**src/rtl/wu_trial_sequencer_if.sv**
```systemverilog
`default_nettype none
// ===================================================================
// wu_trial_sequencer_if : PC wire-in/wire-out bundle of the sequencer
// Revision: 1.0
// ===================================================================
interface wu_trial_sequencer_if #(
  parameter int CNT_W  = 20,
  parameter int TIME_W = 32
);
  logic              start;
  logic              abort;
  logic [CNT_W-1:0]  num_trials;
  logic [TIME_W-1:0] trig_period;
  logic [TIME_W-1:0] trig_width;
  logic [TIME_W-1:0] resp_window;
  logic              busy;
  logic              done;
  logic [CNT_W-1:0]  trial_idx;
  logic [CNT_W-1:0]  tp_count;
  logic [CNT_W-1:0]  fp_count;
  logic [CNT_W-1:0]  missed_count;
  logic [TIME_W-1:0] last_latency;
  logic [TIME_W-1:0] max_latency;

  modport master (
    output start, abort, num_trials, trig_period, trig_width, resp_window,
    input  busy, done, trial_idx, tp_count, fp_count, missed_count,
           last_latency, max_latency
  );

  modport slave (
    input  start, abort, num_trials, trig_period, trig_width, resp_window,
    output busy, done, trial_idx, tp_count, fp_count, missed_count,
           last_latency, max_latency
  );
endinterface
`default_nettype wire

```
**src/rtl/wu_trial_sequencer.sv**
```systemverilog
`default_nettype none
// ===================================================================
// wu_trial_sequencer : runs N trigger/response trials and classifies
//                      wake-up edges as TP, FP or missed.
// Revision: 1.0
// ===================================================================
module wu_trial_sequencer #(
  parameter int CNT_W  = 20,
  parameter int TIME_W = 32
) (
  input  wire logic           clki,
  input  wire logic           reset,
  wu_trial_sequencer_if.slave ctl,
  input  wire logic           wake_up,
  output logic                trig_to_siggen
);

  typedef enum logic [1:0] {
    IDLE = 2'd0,
    RUN  = 2'd1,
    DONE = 2'd2
  } state_t;

  state_t            state, state_nxt;
  logic              wk_s1, wk_s2, wk_q, start_q;
  logic              wk_edge, start_edge;
  logic [CNT_W-1:0]  n_trials, trial_idx, tp_cnt, fp_cnt, miss_cnt;
  logic [TIME_W-1:0] period, width, window, t, last_lat, max_lat;
  logic [TIME_W-1:0] period_san, width_lo, width_san, window_san, miss_t;
  logic              hit, trig, t_last, trial_last, tp_hit, miss_now;

  function automatic logic [CNT_W-1:0] sat_inc(input logic [CNT_W-1:0] v);
    return (&v) ? v : v + 1'b1;
  endfunction

  always_comb begin
    wk_edge    = wk_s2 & ~wk_q;
    start_edge = ctl.start & ~start_q;
    period_san = (ctl.trig_period < TIME_W'(2)) ? TIME_W'(2) : ctl.trig_period;
    width_lo   = (ctl.trig_width == '0) ? TIME_W'(1) : ctl.trig_width;
    width_san  = (width_lo > period_san - 1'b1) ? period_san - 1'b1 : width_lo;
    window_san = (ctl.resp_window > period_san) ? period_san : ctl.resp_window;
    // A full-period window has no cycle t==window, so the miss is judged on the last cycle.
    miss_t     = (window == period) ? period - 1'b1 : window;
    t_last     = (t == period - 1'b1);
    trial_last = ((trial_idx + 1'b1) == n_trials);
    tp_hit     = wk_edge && (t < window) && !hit;
    miss_now   = (t == miss_t) && !hit && !tp_hit;
  end

  always_comb begin
    state_nxt = state;
    if (ctl.abort) begin
      state_nxt = IDLE;
    end else begin
      case (state)
        IDLE, DONE: if (start_edge) state_nxt = (ctl.num_trials == '0) ? DONE : RUN;
        RUN:        if (t_last && trial_last) state_nxt = DONE;
        default:    state_nxt = IDLE;
      endcase
    end
  end

  always_ff @(posedge clki) begin
    if (!reset) state <= IDLE;
    else        state <= state_nxt;
  end

  always_ff @(posedge clki) begin
    if (!reset) begin
      wk_s1     <= 1'b0;
      wk_s2     <= 1'b0;
      wk_q      <= 1'b0;
      start_q   <= 1'b0;
      n_trials  <= '0;
      period    <= '0;
      width     <= '0;
      window    <= '0;
      t         <= '0;
      hit       <= 1'b0;
      trig      <= 1'b0;
      trial_idx <= '0;
      tp_cnt    <= '0;
      fp_cnt    <= '0;
      miss_cnt  <= '0;
      last_lat  <= '0;
      max_lat   <= '0;
    end else begin
      wk_s1   <= wake_up;
      wk_s2   <= wk_s1;
      wk_q    <= wk_s2;
      start_q <= ctl.start;
      if (ctl.abort) begin
        trig <= 1'b0;
      end else if (state != RUN) begin
        trig <= 1'b0;
        if (start_edge) begin
          n_trials  <= ctl.num_trials;
          period    <= period_san;
          width     <= width_san;
          window    <= window_san;
          t         <= '0;
          hit       <= 1'b0;
          trial_idx <= '0;
          tp_cnt    <= '0;
          fp_cnt    <= '0;
          miss_cnt  <= '0;
          last_lat  <= '0;
          max_lat   <= '0;
          trig      <= (ctl.num_trials != '0);
        end
      end else begin
        if (tp_hit) begin
          tp_cnt   <= sat_inc(tp_cnt);
          last_lat <= t;
          if (t > max_lat) max_lat <= t;
          hit      <= 1'b1;
        end else if (wk_edge) begin
          fp_cnt <= sat_inc(fp_cnt);
        end
        if (miss_now) miss_cnt <= sat_inc(miss_cnt);
        // Trial wrap comes last so its hit clear wins over a TP on the final cycle.
        if (t_last) begin
          t         <= '0;
          hit       <= 1'b0;
          trial_idx <= trial_idx + 1'b1;
          trig      <= !trial_last;
        end else begin
          t    <= t + 1'b1;
          trig <= ((t + 1'b1) < width);
        end
      end
    end
  end

  assign trig_to_siggen   = trig;
  assign ctl.busy         = (state == RUN);
  assign ctl.done         = (state == DONE);
  assign ctl.trial_idx    = trial_idx;
  assign ctl.tp_count     = tp_cnt;
  assign ctl.fp_count     = fp_cnt;
  assign ctl.missed_count = miss_cnt;
  assign ctl.last_latency = last_lat;
  assign ctl.max_latency  = max_lat;

endmodule
`default_nettype wire
```
**src/flat_wrapper.sv**
```systemverilog
// flat-port wrapper written by rule: the top's interface ports become plain ports
module wu_trial_sequencer_flat 
#(
  parameter int CNT_W  = 20,
  parameter int TIME_W = 32
)
  (clki, reset, wake_up, trig_to_siggen, ctl_start, ctl_abort, ctl_num_trials, ctl_trig_period, ctl_trig_width, ctl_resp_window, ctl_busy, ctl_done, ctl_trial_idx, ctl_tp_count, ctl_fp_count, ctl_missed_count, ctl_last_latency, ctl_max_latency);
  wu_trial_sequencer_if #(.CNT_W(CNT_W), .TIME_W(TIME_W)) ctl_i ();
  input  wire logic clki;
  input  wire logic reset;
  input  wire logic wake_up;
  output logic trig_to_siggen;
  input wire logic [$bits(ctl_i.start)-1:0] ctl_start;
  input wire logic [$bits(ctl_i.abort)-1:0] ctl_abort;
  input wire logic [$bits(ctl_i.num_trials)-1:0] ctl_num_trials;
  input wire logic [$bits(ctl_i.trig_period)-1:0] ctl_trig_period;
  input wire logic [$bits(ctl_i.trig_width)-1:0] ctl_trig_width;
  input wire logic [$bits(ctl_i.resp_window)-1:0] ctl_resp_window;
  output wire logic [$bits(ctl_i.busy)-1:0] ctl_busy;
  output wire logic [$bits(ctl_i.done)-1:0] ctl_done;
  output wire logic [$bits(ctl_i.trial_idx)-1:0] ctl_trial_idx;
  output wire logic [$bits(ctl_i.tp_count)-1:0] ctl_tp_count;
  output wire logic [$bits(ctl_i.fp_count)-1:0] ctl_fp_count;
  output wire logic [$bits(ctl_i.missed_count)-1:0] ctl_missed_count;
  output wire logic [$bits(ctl_i.last_latency)-1:0] ctl_last_latency;
  output wire logic [$bits(ctl_i.max_latency)-1:0] ctl_max_latency;
  assign ctl_i.start = ctl_start;
  assign ctl_i.abort = ctl_abort;
  assign ctl_i.num_trials = ctl_num_trials;
  assign ctl_i.trig_period = ctl_trig_period;
  assign ctl_i.trig_width = ctl_trig_width;
  assign ctl_i.resp_window = ctl_resp_window;
  assign ctl_busy = ctl_i.busy;
  assign ctl_done = ctl_i.done;
  assign ctl_trial_idx = ctl_i.trial_idx;
  assign ctl_tp_count = ctl_i.tp_count;
  assign ctl_fp_count = ctl_i.fp_count;
  assign ctl_missed_count = ctl_i.missed_count;
  assign ctl_last_latency = ctl_i.last_latency;
  assign ctl_max_latency = ctl_i.max_latency;
  wu_trial_sequencer #(.CNT_W(CNT_W), .TIME_W(TIME_W)) u_core (.clki(clki), .reset(reset), .ctl(ctl_i), .wake_up(wake_up), .trig_to_siggen(trig_to_siggen));
endmodule
```
**config.mk**
```make
export PLATFORM = sky130hd
export DESIGN_NAME = wu_trial_sequencer_flat
export DESIGN_NICKNAME = d
export VERILOG_FILES = /design/src/rtl/wu_trial_sequencer_if.sv /design/src/rtl/wu_trial_sequencer.sv /design/src/flat_wrapper.sv
export SDC_FILE = /design/constraint.sdc
export NUM_CORES = 1
export LEC_CHECK = 0
export CAP_MARGIN = 20
export CORE_MARGIN = 2
export CORE_UTILIZATION = 57
export DETAILED_ROUTE_END_ITERATION = 16
export PLACE_DENSITY = 0.93
export SYNTH_ARGS = -nofsm -noshare
export SYNTH_HDL_FRONTEND = slang
export SYNTH_SLANG_ARGS = --single-unit
```
**constraint.sdc**
```tcl
create_clock -name clki -period 8.5 [get_ports clki]
set_clock_uncertainty 0.05 [all_clocks]
set_input_delay 1.7 -clock clki [delete_from_list [all_inputs] [get_ports clki]]
set_output_delay 1.7 -clock clki [all_outputs]
set_load 0.02 [all_outputs]
```
Word-level counts from Yosys, hierarchy flattened

Cells that the tools add are included.

Add/subtract/negate cells: 7
Magnitude comparators: 6
Equal/unequal tests: 14
Muxes and demuxes: 37
Bitwise operators: 6
Reductions and logical operators: 33

Operators by type and width:

| cell                    | number |
|---|---|
| $mux W32                | 13 |
| $mux W20                | 13 |
| $eq A32 B32 Y1          | 3 |
| $gt A32 B32 Y1          | 3 |
| $add A20 B1 Y20 const B | 4 |
| $lt A32 B32 Y1          | 2 |
| $sub A32 B1 Y32 const B | 2 |
| $reduce_and A20 Y1      | 3 |
| $add A32 B1 Y32 const B | 1 |
| $logic_not A32 Y1       | 1 |
| $lt A32 B2 Y1 const B   | 1 |
| $eq A20 B20 Y1          | 1 |
| $logic_not A20 Y1       | 1 |
| $reduce_bool A20 Y1     | 1 |
| $ne A2 B1 Y1 const B    | 7 |
| $reduce_and A3 Y1       | 4 |
| $reduce_and A4 Y1       | 3 |
| $reduce_bool A2 Y1      | 5 |
| $mux W1                 | 7 |
| $mux W2                 | 3 |
| $logic_and A1 B1 Y1     | 5 |
| $reduce_and A5 Y1       | 1 |
| $not A1 Y1              | 4 |
| $pmux W2 S2             | 1 |
| other kinds (9)         | 14 |

Bits in registers: 300
Input bits: 121
Output and inout port bits: 147
Logic and storage cells: 121

Logic depth before layout (Yosys ltp)

Word-level depth: 8
Depth in mapped cells: 24

Worst setup path before layout

OpenSTA, ideal clock, no wires.

Path kind: in2reg
Start point: input ctl_trig_period[4]
End point: register u_core.width[1]
Setup time: 79 ps
Data arrival time: 7010 ps
Required time: 8371 ps
Setup slack: 1361 ps
Cell stages on the path: 22
Path buffers: 3
Path through: clkbuf_1 > or4_1 > or3_1 > or4_1 > nand2_1 > ha_1 > nor2b_1 > nand3_1 > or3_1 > or2_2 > clkbuf_1 > or4_1 > xnor2_1 > ha_1 > nand4_1 > o21ai_0 > o21bai_1 > o311ai_0 > a21oi_1 > clkbuf_1 > nand4b_1 > o211ai_1

Cells in the longest elaborated chain, start to end: 5

RTL lines:

| what                 | RTL line                  | source |
|---|---|---|
| start, declared      | flat_wrapper.sv:16        | `input wire logic [$bits(ctl_i.trig_period)-1:0] ctl_trig_period;` |
| $lt A32 B2 Y1        | wu_trial_sequencer.sv:39  | `period_san = (ctl.trig_period < TIME_W'(2)) ? TIME_W'(2) : ctl.trig_period;` |
| $mux W32 (*)         | wu_trial_sequencer.sv:39  |  |
| $sub A32 B1 Y32 (*)  | wu_trial_sequencer.sv:41  | `width_san = (width_lo > period_san - 1'b1) ? period_san - 1'b1 : width_lo;` |
| $gt A32 B32 Y1       | wu_trial_sequencer.sv:41  |  |
| $mux W32 (*)         | wu_trial_sequencer.sv:41  |  |
| end signal, assigned | wu_trial_sequencer.sv:100 | `width <= width_san;` |
| end, declared        | wu_trial_sequencer.sv:28  | `logic [TIME_W-1:0] period, width, window, t, last_lat, max_lat;` |

Mark *: on every way between the ends. The rest lies on a longest branch, timed or not.
A chain may end at the register's enable or synchronous reset.

Worst setup path in the final report

Start point: input ctl_trig_period[6]
End point: register u_core.width[1]

The elaborated chain is that of the path after synthesis.

==> impl_metrics.xml <==
<?xml version="1.0" encoding="UTF-8"?>
<metrics>
  <group name="timing">
    <metric name="worst_pin_slew" unit="ns">1.09</metric>
    <metric name="layout_worst_path_cycle_share" unit="%">90.7</metric>
    <metric name="finalSetupViolCount" unit="">0</metric>
    <metric name="final_critical_path_setup_slack" unit="ns">0.793</metric>
    <metric name="unrepaired_setup_endpoints_after_global_routing" unit="">false</metric>
    <metric name="final.setup.tns" unit="ns">0</metric>
    <metric name="post_layout_minimum_cycle_time" unit="ns">7.71</metric>
    <metric name="clock.fmax" unit="GHz">0.130</metric>
    <metric name="final-hold-violation-count" unit="">0</metric>
    <metric name="slew_violations" unit="">0</metric>
    <metric name="worst_slew_margin_rel" unit="%">27.0</metric>
  </group>
  <group name="synthesis">
    <metric name="synth_seq_area_share" unit="%">29.0</metric>
    <metric name="cell_accounting_for_the_most_synthesized_area" unit="">sky130_fd_sc_hd__dfxtp_1</metric>
    <metric name="yosys_warnings" unit="">0</metric>
    <metric name="synth-seq-cells" unit="">300</metric>
    <metric name="ys_types" unit="">82</metric>
    <metric name="synth.most_common_cell" unit="">sky130_fd_sc_hd__dfxtp_1</metric>
    <metric name="synth_largest_type_area_fraction" unit="%">29.0</metric>
    <metric name="mappedNetlistNets" unit="">2899</metric>
    <metric name="syn_area" unit="sq mm">0.0207</metric>
    <metric name="async_reset_ff_share" unit="%">0</metric>
    <metric name="synth_area_per_cell" unit="sq um">7.92</metric>
    <metric name="ys_top_cells_by_count" unit="">sky130_fd_sc_hd__dfxtp_1 (300), sky130_fd_sc_hd__nand2_1 (190), sky130_fd_sc_hd__nor2_1 (182), sky130_fd_sc_hd__a21oi_1 (179), sky130_fd_sc_hd__clkbuf_1 (176)</metric>
    <metric name="synth_edf_count" unit="">0</metric>
    <metric name="synth_area_leaders" unit="">sky130_fd_sc_hd__dfxtp_1 (29%), sky130_fd_sc_hd__ha_1 (10%), sky130_fd_sc_hd__xnor2_1 (6.7%)</metric>
    <metric name="dominantRegCellSynth" unit="">sky130_fd_sc_hd__dfxtp_1</metric>
    <metric name="netlist_instances" unit="">2613</metric>
  </group>
  <group name="global_routing">
    <metric name="grt-ovfl-total" unit="">0</metric>
    <metric name="grt_start_max_net_pins" unit="">113</metric>
    <metric name="grt_antenna_before_repair" unit="">1</metric>
    <metric name="first_global_vias" unit="">20100</metric>
    <metric name="grt.total_usage" unit="%">35.4</metric>
    <metric name="wire_length_of_the_first_global_routing_pass" unit="um">109000</metric>
  </group>
  <group name="place">
    <metric name="place.detailed.hpwl" unit="um">51800</metric>
    <metric name="place_inst" unit="">3171</metric>
    <metric name="dpl_cell_area" unit="sq mm">0.0235</metric>
    <metric name="placement.io_buffers" unit="">267</metric>
    <metric name="place.gp.congestion" unit="">1.02</metric>
    <metric name="post_place_setup_slack" unit="ns">0.335</metric>
  </group>
  <group name="clock_tree">
    <metric name="clock_path_buffers" unit="">3</metric>
    <metric name="post_cts_resize_count" unit="">0</metric>
    <metric name="setup_buffers_after_cts" unit="">0</metric>
    <metric name="cts-htree-levels" unit="">1</metric>
    <metric name="clkLatencyLatePin" unit="ns">0.57</metric>
    <metric name="tritoncts.num_buffers" unit="">31</metric>
    <metric name="cts_sinks" unit="">300</metric>
    <metric name="cts_root_buffer" unit="">sky130_fd_sc_hd__clkbuf_16</metric>
    <metric name="tritoncts" unit="">done</metric>
    <metric name="cts-hold-fix-buffers" unit="">0</metric>
    <metric name="clk_transition_reported_paths" unit="ns">0.06</metric>
  </group>
  <group name="critical_path">
    <metric name="cp.arrival" unit="ns">8.14</metric>
    <metric name="rrSetupSlack" unit="ns">3.61</metric>
    <metric name="end_kind" unit="">register</metric>
    <metric name="rr_worst_depth" unit="">16</metric>
    <metric name="worstPathRequired" unit="ns">8.93</metric>
    <metric name="critical_path_peak_fanout" unit="">16</metric>
    <metric name="sort_of_element_at_the_start_of_the_critical_path" unit="">primary input</metric>
    <metric name="critical_path_class" unit="">in -&gt; reg</metric>
  </group>
  <group name="cells_and_area">
    <metric name="flow.area_growth_from_synthesis" unit="%">18.5</metric>
    <metric name="num-nets-final" unit="">3031</metric>
    <metric name="layout.area.seq" unit="sq mm">0.00601</metric>
    <metric name="post_route_cells_drive_above_1_share" unit="%">4.59</metric>
    <metric name="postLayoutCoreUtil" unit="%">68.8</metric>
    <metric name="layout.cell_area.non_filler" unit="sq mm">0.0245</metric>
    <metric name="fillCellCount" unit="">2847</metric>
    <metric name="multiInputGateArea" unit="sq mm">0.0134</metric>
    <metric name="stdcell_count" unit="">3229</metric>
    <metric name="antennaDiodeCount" unit="">0</metric>
  </group>
  <group name="route">
    <metric name="totalWireLength" unit="um">68900</metric>
    <metric name="drtAntennaViolNets" unit="">0</metric>
    <metric name="dr.pass1.iters" unit="">6</metric>
    <metric name="wl_per_cell" unit="um">21.3</metric>
    <metric name="drt_drc_violations_left" unit="">0</metric>
    <metric name="vias_per_cell" unit="">6.50</metric>
    <metric name="via_count" unit="">21000</metric>
    <metric name="drt_first_iter_violations" unit="">2491</metric>
  </group>
  <group name="floorplanning">
    <metric name="core_area" unit="sq mm">0.0357</metric>
    <metric name="die_w" unit="um">195</metric>
    <metric name="floorplan.initialDensity" unit="%">58.0</metric>
    <metric name="ios" unit="">268</metric>
    <metric name="die_h" unit="um">195</metric>
    <metric name="row_count" unit="">69</metric>
    <metric name="die-area" unit="sq mm">0.0379</metric>
  </group>
  <group name="pwr">
    <metric name="p_leak" unit="nW">9.37</metric>
    <metric name="worst_ir_drop_vdd" unit="V">0.000147</metric>
    <metric name="power.density" unit="mW/mm^2">149</metric>
  </group>
  <group name="worst_hold_path">
    <metric name="hold_class" unit="">reg -&gt; reg</metric>
    <metric name="worstHoldPathCells" unit="">1</metric>
  </group>
  <group name="job">
    <metric name="drv.max_cap_violation_count" unit="">0</metric>
  </group>
  <group name="run_status">
    <metric name="status" unit="">finished, final reports clean</metric>
  </group>
</metrics>
worst paths after layout:
check | to | startpoint
worst min-delay path | u_core.wk_s2 | u_core.wk_s1
worst max-delay path | u_core.width[1] | ctl_trig_period[6]
worst min register to register | u_core.wk_s2 | u_core.wk_s1
worst max register to register | u_core.trig_to_siggen | u_core.t[1]
layer usage:
layer  track usage [%]  share of wire, %  vias up  wire length [um]
met5                 0                 0        -                 0
met4              15.0               4.2        0              2890
met3              4.72                11      209              7250
met2              56.6                45     1224             30800
met1              48.1                41     9929             28000
li1                  -                 -     9633                 -
layout make-up:
type	instances	area share [%]
multi-input cells	1954	54.5
flip-flops and latches	300	24.5
repair buffers	303	12.0
clock buffers	44	3.73
inverters	155	2.38
well taps	461	2.35
clock inverters	12	0.592
power by group:
part           total (W)  switching, W  internal, W
logic           0.000732      0.000440     0.000292
registers        0.00151     0.0000614      0.00145
clock network    0.00141      0.000577     0.000836
cells by family (layout without fill, tap and decap cells):
family / after synthesis / count (layout) / share of synthesized area (%)
and+or+nand+nor: 969 / 969 / 25.0
xor gates and xnor gates: 228 / 228 / 10.3
muxes: 39 / 39 / 1.89
adders and majority gates: 165 / 165 / 9.97
buffers and inverters: 359 / 514 / 6.65
DFF: 300 / 300 / 29.0
AOI/OAI and AO/OA: 553 / 553 / 17.2
per-stage QoR:
stage               total power, W  hold slack, ns
floorplan                  0.00199           0.362
global placement           0.00222           0.364
detailed placement         0.00224           0.370
CTS                        0.00363           0.386
global route               0.00377           0.410
finish                     0.00365           0.384
critical path, cell delays in order:
cell and delay (ns):
sky130_fd_sc_hd__clkdlybuf4s50_1 0.48, sky130_fd_sc_hd__or4_1 0.64, sky130_fd_sc_hd__or3_1 0.45, sky130_fd_sc_hd__or4_1 0.57
sky130_fd_sc_hd__nand2_1 0.21, sky130_fd_sc_hd__ha_1 0.24, sky130_fd_sc_hd__nor2b_1 0.18, sky130_fd_sc_hd__nand3_1 0.17
sky130_fd_sc_hd__or3_1 0.41, sky130_fd_sc_hd__or2_2 0.37, sky130_fd_sc_hd__nor3_1 0.32, sky130_fd_sc_hd__nand3_1 0.14
sky130_fd_sc_hd__xnor2_1 0.17, sky130_fd_sc_hd__ha_1 0.31, sky130_fd_sc_hd__a21o_1 0.10, sky130_fd_sc_hd__a21oi_1 0.06
sky130_fd_sc_hd__o21ai_0 0.25, sky130_fd_sc_hd__o21bai_1 0.15, sky130_fd_sc_hd__o311ai_0 0.15, sky130_fd_sc_hd__buf_4 0.18
sky130_fd_sc_hd__a21oi_4 0.30, sky130_fd_sc_hd__buf_4 0.28, sky130_fd_sc_hd__nand4b_1 0.14, sky130_fd_sc_hd__o211ai_1 0.17
sequential cells by signal (all words and copies together), names as in the netlist, 32 cells and up:
signal and count:
u_core.ctl.last_latency 32, u_core.ctl.max_latency 32, u_core.period 32, u_core.t 32, u_core.width 32, u_core.window 32
cell usage in the layout (no fill, tap or decap), types with 12 or more instances in the layout:
cell                                n
sky130_fd_sc_hd__nand3b_1          31
sky130_fd_sc_hd__and3_1            34
sky130_fd_sc_hd__ha_1             165
sky130_fd_sc_hd__o31ai_1           23
sky130_fd_sc_hd__o21ai_0           99
sky130_fd_sc_hd__nor3_1            56
sky130_fd_sc_hd__o211ai_1          41
sky130_fd_sc_hd__xnor2_1          159
sky130_fd_sc_hd__nand3_1          152
sky130_fd_sc_hd__nand2_1          188
sky130_fd_sc_hd__xor2_1            59
sky130_fd_sc_hd__or4_1             30
sky130_fd_sc_hd__a22oi_1           29
sky130_fd_sc_hd__mux2i_1           38
sky130_fd_sc_hd__nor4_1            47
sky130_fd_sc_hd__a21o_1            45
sky130_fd_sc_hd__nand4_1           89
sky130_fd_sc_hd__clkbuf_16         31
sky130_fd_sc_hd__nand2b_1          20
sky130_fd_sc_hd__dfxtp_1          300
sky130_fd_sc_hd__or3_1             22
sky130_fd_sc_hd__nor2_1           181
sky130_fd_sc_hd__o21ai_1           18
sky130_fd_sc_hd__clkdlybuf4s50_1  266
sky130_fd_sc_hd__inv_1            154
sky130_fd_sc_hd__and2_1            22
sky130_fd_sc_hd__a21oi_1          178
sky130_fd_sc_hd__a22o_1            12
sky130_fd_sc_hd__a2bb2oi_1         12
sky130_fd_sc_hd__and4_1            25
sky130_fd_sc_hd__buf_4             37
sky130_fd_sc_hd__nor2b_1           17
No activity file was read; power rests on OpenSTA's default activity.
